**src/rtl/wb_regfile_stage.sv**
```systemverilog
// wb_regfile_stage: writeback select, architectural register file with two
// combinational read ports, writeback forwarding outputs, a saturating count
// of committed writes and a sticky illegal-destination flag.
// Optional feature: define WB_BYPASS_EN for same-cycle write-through reads.
module wb_regfile_stage #(
    parameter int unsigned DATA_WIDTH = 32,
    parameter int unsigned REG_ADDR_W = 7,
    parameter int unsigned NUM_REGS   = 32,
    parameter int unsigned CNT_WIDTH  = 32
) (
    input  logic                  clk,
    input  logic                  reset,
    input  logic [DATA_WIDTH-1:0] W_dataD,
    input  logic [DATA_WIDTH-1:0] W_w,
    input  logic [REG_ADDR_W-1:0] W_regDst,
    input  logic                  W_MuxD,
    input  logic                  W_RF_wrd,
    input  logic [REG_ADDR_W-1:0] D_addrA,
    input  logic [REG_ADDR_W-1:0] D_addrB,
    output logic [DATA_WIDTH-1:0] D_dataA,
    output logic [DATA_WIDTH-1:0] D_dataB,
    output logic                  wb_fwd_valid,
    output logic [REG_ADDR_W-1:0] wb_fwd_reg,
    output logic [DATA_WIDTH-1:0] wb_fwd_data,
    output logic [CNT_WIDTH-1:0]  wb_count,
    output logic                  wb_illegal
);

    localparam int unsigned IDX_W = (NUM_REGS > 1) ? $clog2(NUM_REGS) : 1;

    logic [DATA_WIDTH-1:0] regs_q [NUM_REGS];
    logic [CNT_WIDTH-1:0]  count_q, count_d;
    logic                  illegal_q, illegal_d;

    logic [DATA_WIDTH-1:0] wdata;
    logic                  dst_in_range;
    logic                  dst_nonzero;
    logic                  commit;
    logic [IDX_W-1:0]      widx;

    logic                  a_in_range, b_in_range;
    logic [IDX_W-1:0]      aidx, bidx;

    // Address range checks are done at 32 bits so NUM_REGS may equal 2**REG_ADDR_W.
    function automatic logic addr_ok(input logic [REG_ADDR_W-1:0] a);
        return 32'(a) < NUM_REGS;
    endfunction

    // Writeback select and commit qualification.
    always_comb begin
        wdata        = W_MuxD ? W_dataD : W_w;
        dst_in_range = addr_ok(W_regDst);
        dst_nonzero  = (W_regDst != '0);
        commit       = W_RF_wrd && dst_nonzero && dst_in_range;
        widx         = W_regDst[IDX_W-1:0];
    end

    // Next-state for the saturating commit counter and sticky illegal flag.
    always_comb begin
        count_d   = count_q;
        illegal_d = illegal_q;
        if (commit && (count_q != '1)) begin
            count_d = count_q + 1'b1;
        end
        if (W_RF_wrd && !dst_in_range) begin
            illegal_d = 1'b1;
        end
    end

    // Register file storage; entry 0 is never written and always reads as zero.
    always_ff @(posedge clk or posedge reset) begin
        if (reset) begin
            for (int unsigned i = 0; i < NUM_REGS; i++) begin
                regs_q[i] <= '0;
            end
        end else if (commit) begin
            regs_q[widx] <= wdata;
        end
    end

    // Status registers.
    always_ff @(posedge clk or posedge reset) begin
        if (reset) begin
            count_q   <= '0;
            illegal_q <= 1'b0;
        end else begin
            count_q   <= count_d;
            illegal_q <= illegal_d;
        end
    end

    // Read address decode for both ports.
    always_comb begin
        a_in_range = addr_ok(D_addrA) && (D_addrA != '0);
        b_in_range = addr_ok(D_addrB) && (D_addrB != '0);
        aidx       = D_addrA[IDX_W-1:0];
        bidx       = D_addrB[IDX_W-1:0];
    end

    // Read port A: zero for index 0, out-of-range or during reset; optional bypass.
    always_comb begin
        D_dataA = '0;
        if (!reset && a_in_range) begin
            D_dataA = regs_q[aidx];
`ifdef WB_BYPASS_EN
            if (commit && (D_addrA == W_regDst)) begin
                D_dataA = wdata;
            end
`endif
        end
    end

    // Read port B: same behaviour as port A.
    always_comb begin
        D_dataB = '0;
        if (!reset && b_in_range) begin
            D_dataB = regs_q[bidx];
`ifdef WB_BYPASS_EN
            if (commit && (D_addrB == W_regDst)) begin
                D_dataB = wdata;
            end
`endif
        end
    end

    // Forwarding outputs are unqualified; consumers gate with wb_fwd_valid.
    always_comb begin
        wb_fwd_valid = commit;
        wb_fwd_reg   = W_regDst;
        wb_fwd_data  = wdata;
        wb_count     = count_q;
        wb_illegal   = illegal_q;
    end

endmodule
```
**config.mk**
```make
export PLATFORM = sky130hd
export DESIGN_NAME = wb_regfile_stage
export DESIGN_NICKNAME = d
export VERILOG_FILES = /design/src/rtl/wb_regfile_stage.sv
export SDC_FILE = /design/constraint.sdc
export NUM_CORES = 2
export LEC_CHECK = 0
export BUFFER_PORTS_ARGS = -buffer_cell sky130_fd_sc_hd__buf_4
export CAP_MARGIN = 20
export CORE_ASPECT_RATIO = 0.9
export CORE_UTILIZATION = 40
export DETAILED_ROUTE_END_ITERATION = 7
export PLACE_DENSITY = 0.58
export SKIP_CTS_REPAIR_TIMING = 1
export SLEW_MARGIN = 10
export SYNTH_ARGS = -nofsm -noshare
export SYNTH_HDL_FRONTEND = slang
export SYNTH_SLANG_ARGS = --single-unit
```
**constraint.sdc**
```tcl
create_clock -name clk -period 48.9 [get_ports clk]
set_input_delay 4.89 -clock clk [delete_from_list [all_inputs] [get_ports clk]]
set_output_delay 4.89 -clock clk [all_outputs]
set_load 0.005 [all_outputs]
```
==> out/summary.md <==
• **largest net degree at the start of global routing** 173
• **critical path arrival** 8.94 ns
• **first-pass iteration count of the detailed router** 6
• **dpl hpwl** 104 mm
• **final clock skew** 0.00444 ns
• **number of enable flip-flop cells after synthesis** 0
• **Core Region** 134,000 um2
• **global-route wire length before repair** 279 mm
• **top fanout value on the critical path** 120
• **critical path, cell by cell** buf_8 -> buf_12 -> or3_4 -> nor3_1 -> or4_2 -> buf_4 -> a21oi_1 -> a21boi_1 -> buf_4
• **Die X** 391 um
• **final critical-path setup slack** 35.07 ns
• **Total Nets Final** 5,025
• **transition time of the tightest slew-check pin** 1.18 ns
• **count of distinct cell types in the synthesized netlist** 58
• **commonest non-fill, non-tap cell in the layout** dfrtp_1
• **per-instance average area after synthesis** 10.9 um2
• **highest attainable clock frequency** 72.3 MHz
• **part of the Yosys area used for sequential elements** 48.6%
• **area overhead of the layout relative to synthesis** 12.7%
• **routed len/inst** 27.7 um
• **total wire length** 190 mm
• **routability cong.** 0.819
• **fraction of registers with async set or reset after synthesis** 100%
• **category of the critical setup timing path** input pin to output pin
• **num ports** 226
• **CP max-delay cell** buf_12
• **fraction of final layout cells sized beyond drive strength 1** 21.1%
• **Most common cell on crit path** buf_4
• **drt first-iter violations** 4,646
• **number of hold violations in the final report** 0
• **setup TNS** 0 ns
• **number of levels in the clock H-tree** 3
• **Syn. warnings** 0
• **number of sinks handled by clock tree synthesis** 1,057
• **Final period util** 28.3%
• **Synth Register Bits** 1,057
• **initial antenna violation count** 7
• **Mapped Cells** 5,010
• **fill count** 12,500
• **number of slew-limit violations in the final report** 0
• **area of the mapped netlist** 54,400 um2
• **number of max-capacitance violations reported** 0
• **die area** 137,000 um2
• **TritonCTS clock tree** done
• **largest buffer count on any clock path** 3
• **Root Driver** clkbuf_16
• **most frequent cells in the layout** 1,057 x dfrtp_1, 668 x nand2_1, 617 x o21ai_0
• **number of global-route vias before repair** 40,200
• **Worst path max stage delay** 0.77 ns
• **ANT nets after route** 0
• **Static Leak** 26.8 nW
• **Total GRT Usage** 27.6%
• **PwrDens** 37.3 nW/um2
• **worst slack, placed** 35.07 ns
• **total number of vias** 41,400
• **clock input transition at the sequential cells of the worst setup and hold paths** 0.06 ns
• **crit path capture type** output pin
• **tightest slew margin relative to the limit** 21.6%
• **setup repair after global routing missed its margin** false
• **Buffers on Ports** 225
• **starting density of the core** 40.6%
• **Die Ht** 352 um
• **kind of path behind the tightest hold check** register to register
• **predominant post-synthesis flop cell** dfrtp_1
• **Cell Rows** 127
• **shortest clock period the worst path allows after layout** 13.83 ns
• **TritonCTS Buffers** 114
• **Required @ worst endpoint** 44.01 ns
• **nets in the synthesized netlist** 5,100
• **result of the run** finished, final reports clean
• **kind of start point of the critical path** input pin
• **remaining global-route overflow** 0
• **maximum vdd drop** 0.0292 mV
• **number of DRC violations after detailed routing** 0
• **Skew-Pair Late Insertion Delay** 0.72 ns
• **total setup violations reported at the end of the flow** 0
• **via/cell ratio** 6.04
## through the flow
stage	hold WS (ns)	cell area [um2]	util, %	total power, mW	cells
2_1_floorplan	0.441	54400	-	1.26	5010
3_3_place_gp	0.380	57200	42.6	1.36	6620
3_5_place_dp	0.385	57300	42.7	1.37	6623
4_1_cts	0.400	61300	45.7	2.29	6838
5_1_grt	0.406	61300	45.7	2.37	6840
6_report	0.398	61300	45.7	2.28	6841
## cell usage after synthesis, types with 3 or more instances
cell / instances / area (um2)
o21ai_0: 617 / 3090
a21oi_1: 464 / 2320
buf_4: 49 / 368
mux2_2: 33 / 372
and4_1: 5 / 43.8
a211o_1: 13 / 114
mux2i_1: 277 / 2770
a2111oi_1: 5 / 50.1
nor2_1: 413 / 1550
a22o_1: 22 / 193
o22ai_1: 63 / 394
nand3b_1: 4 / 30.0
dfrtp_1: 1057 / 26500
nor3_2: 4 / 40.0
xor2_1: 8 / 70.1
o311a_1: 3 / 30.0
or2_2: 3 / 18.8
nor3_1: 11 / 55.1
buf_6: 19 / 214
nand3_1: 32 / 160
a2111oi_2: 4 / 60.1
nand4_1: 14 / 87.6
a21boi_0: 8 / 60.1
and3_1: 24 / 150
nand2_1: 676 / 2540
buf_1: 6 / 22.5
mux4_2: 392 / 8830
a22oi_1: 74 / 556
nor2_2: 4 / 25.0
xnor2_1: 23 / 201
clkbuf_1: 331 / 1240
nor3_4: 3 / 48.8
and2_1: 14 / 87.6
o221ai_1: 53 / 464
buf_2: 133 / 666
nand2b_1: 5 / 31.3
inv_1: 35 / 131
nor2b_1: 9 / 56.3
or3_1: 3 / 18.8
a211oi_1: 67 / 503
a21boi_1: 10 / 75.1
## path summary, 6_finish.rpt
check                                  start      endpoint  slack, ns  depth (start not counted)
worst max-delay path              D_addrA[1]   D_dataA[17]      35.07                          9
worst min-delay path            regs_q[1020]  regs_q[1020]       0.40                          0
worst max register to register   wb_count[0]   wb_count[1]      46.79                          5
worst min register to register  regs_q[1020]  regs_q[1020]       0.40                          0
max in group asynchronous              reset   regs_q[160]      40.34                          6
min in group asynchronous              reset   regs_q[307]       4.43                          2
## metal layers
layer / wire length [um] / global-route usage [%] / vias to the layer above
met5: 0 / 0 / -
met4: 6500 / 8.95 / 0
met3: 15700 / 5.25 / 348
met2: 84400 / 41.9 / 1834
met1: 83200 / 40.0 / 21200
li1: - / - / 18000
## sequential cells by signal, indices dropped and copies added, names as in the netlist
signal / flops
wb_count: 32
wb_illegal: 1
regs_q: 1024
## where the power goes
part | switching (mW) | internal, mW | total, mW
Combinational | 0.172 | 0.150 | 0.322
Sequential | 0.0696 | 0.963 | 1.03
Clock | 0.386 | 0.545 | 0.931
Total | 0.627 | 1.66 | 2.28
## cell type report
| cell class | instances | area (um2) | area share (%) |
|---|---|---|---|
| multi-input combinational | 3379 | 25700 | 41.9 |
| inverter | 35 | 139 | 0.226 |
| tap | 1806 | 2260 | 3.68 |
| sequential | 1057 | 26500 | 43.1 |
| clock buffer | 160 | 3330 | 5.42 |
| antenna | 1 | 2.50 | 0.00408 |
| timing repair buffer | 348 | 2730 | 4.46 |
| clock inverter | 55 | 717 | 1.17 |
## critical path, delay by kind of cell
family | cells | cell delay, ns
AOI/OAI and AO/OA | 2 | 0.67
buffers and inverters | 4 | 1.92
and+or+nand+nor | 3 | 1.36
## cells by family (layout without fill, tap and decap cells)
family / count (synthesis) / count (layout) / synth area share (%)
xor gates and xnor gates: 31 / 31 / 0.499
other: 0 / 1 / 0
AOI/OAI and AO/OA: 1410 / 1410 / 14.6
and+or+nand+nor: 1235 / 1235 / 9.32
buffers and inverters: 574 / 598 / 4.89
muxes: 702 / 702 / 22.0
adders and majority gates: 1 / 1 / 0.0230
DFF: 1057 / 1057 / 48.6
No activity file was read; power rests on OpenSTA's default activity.
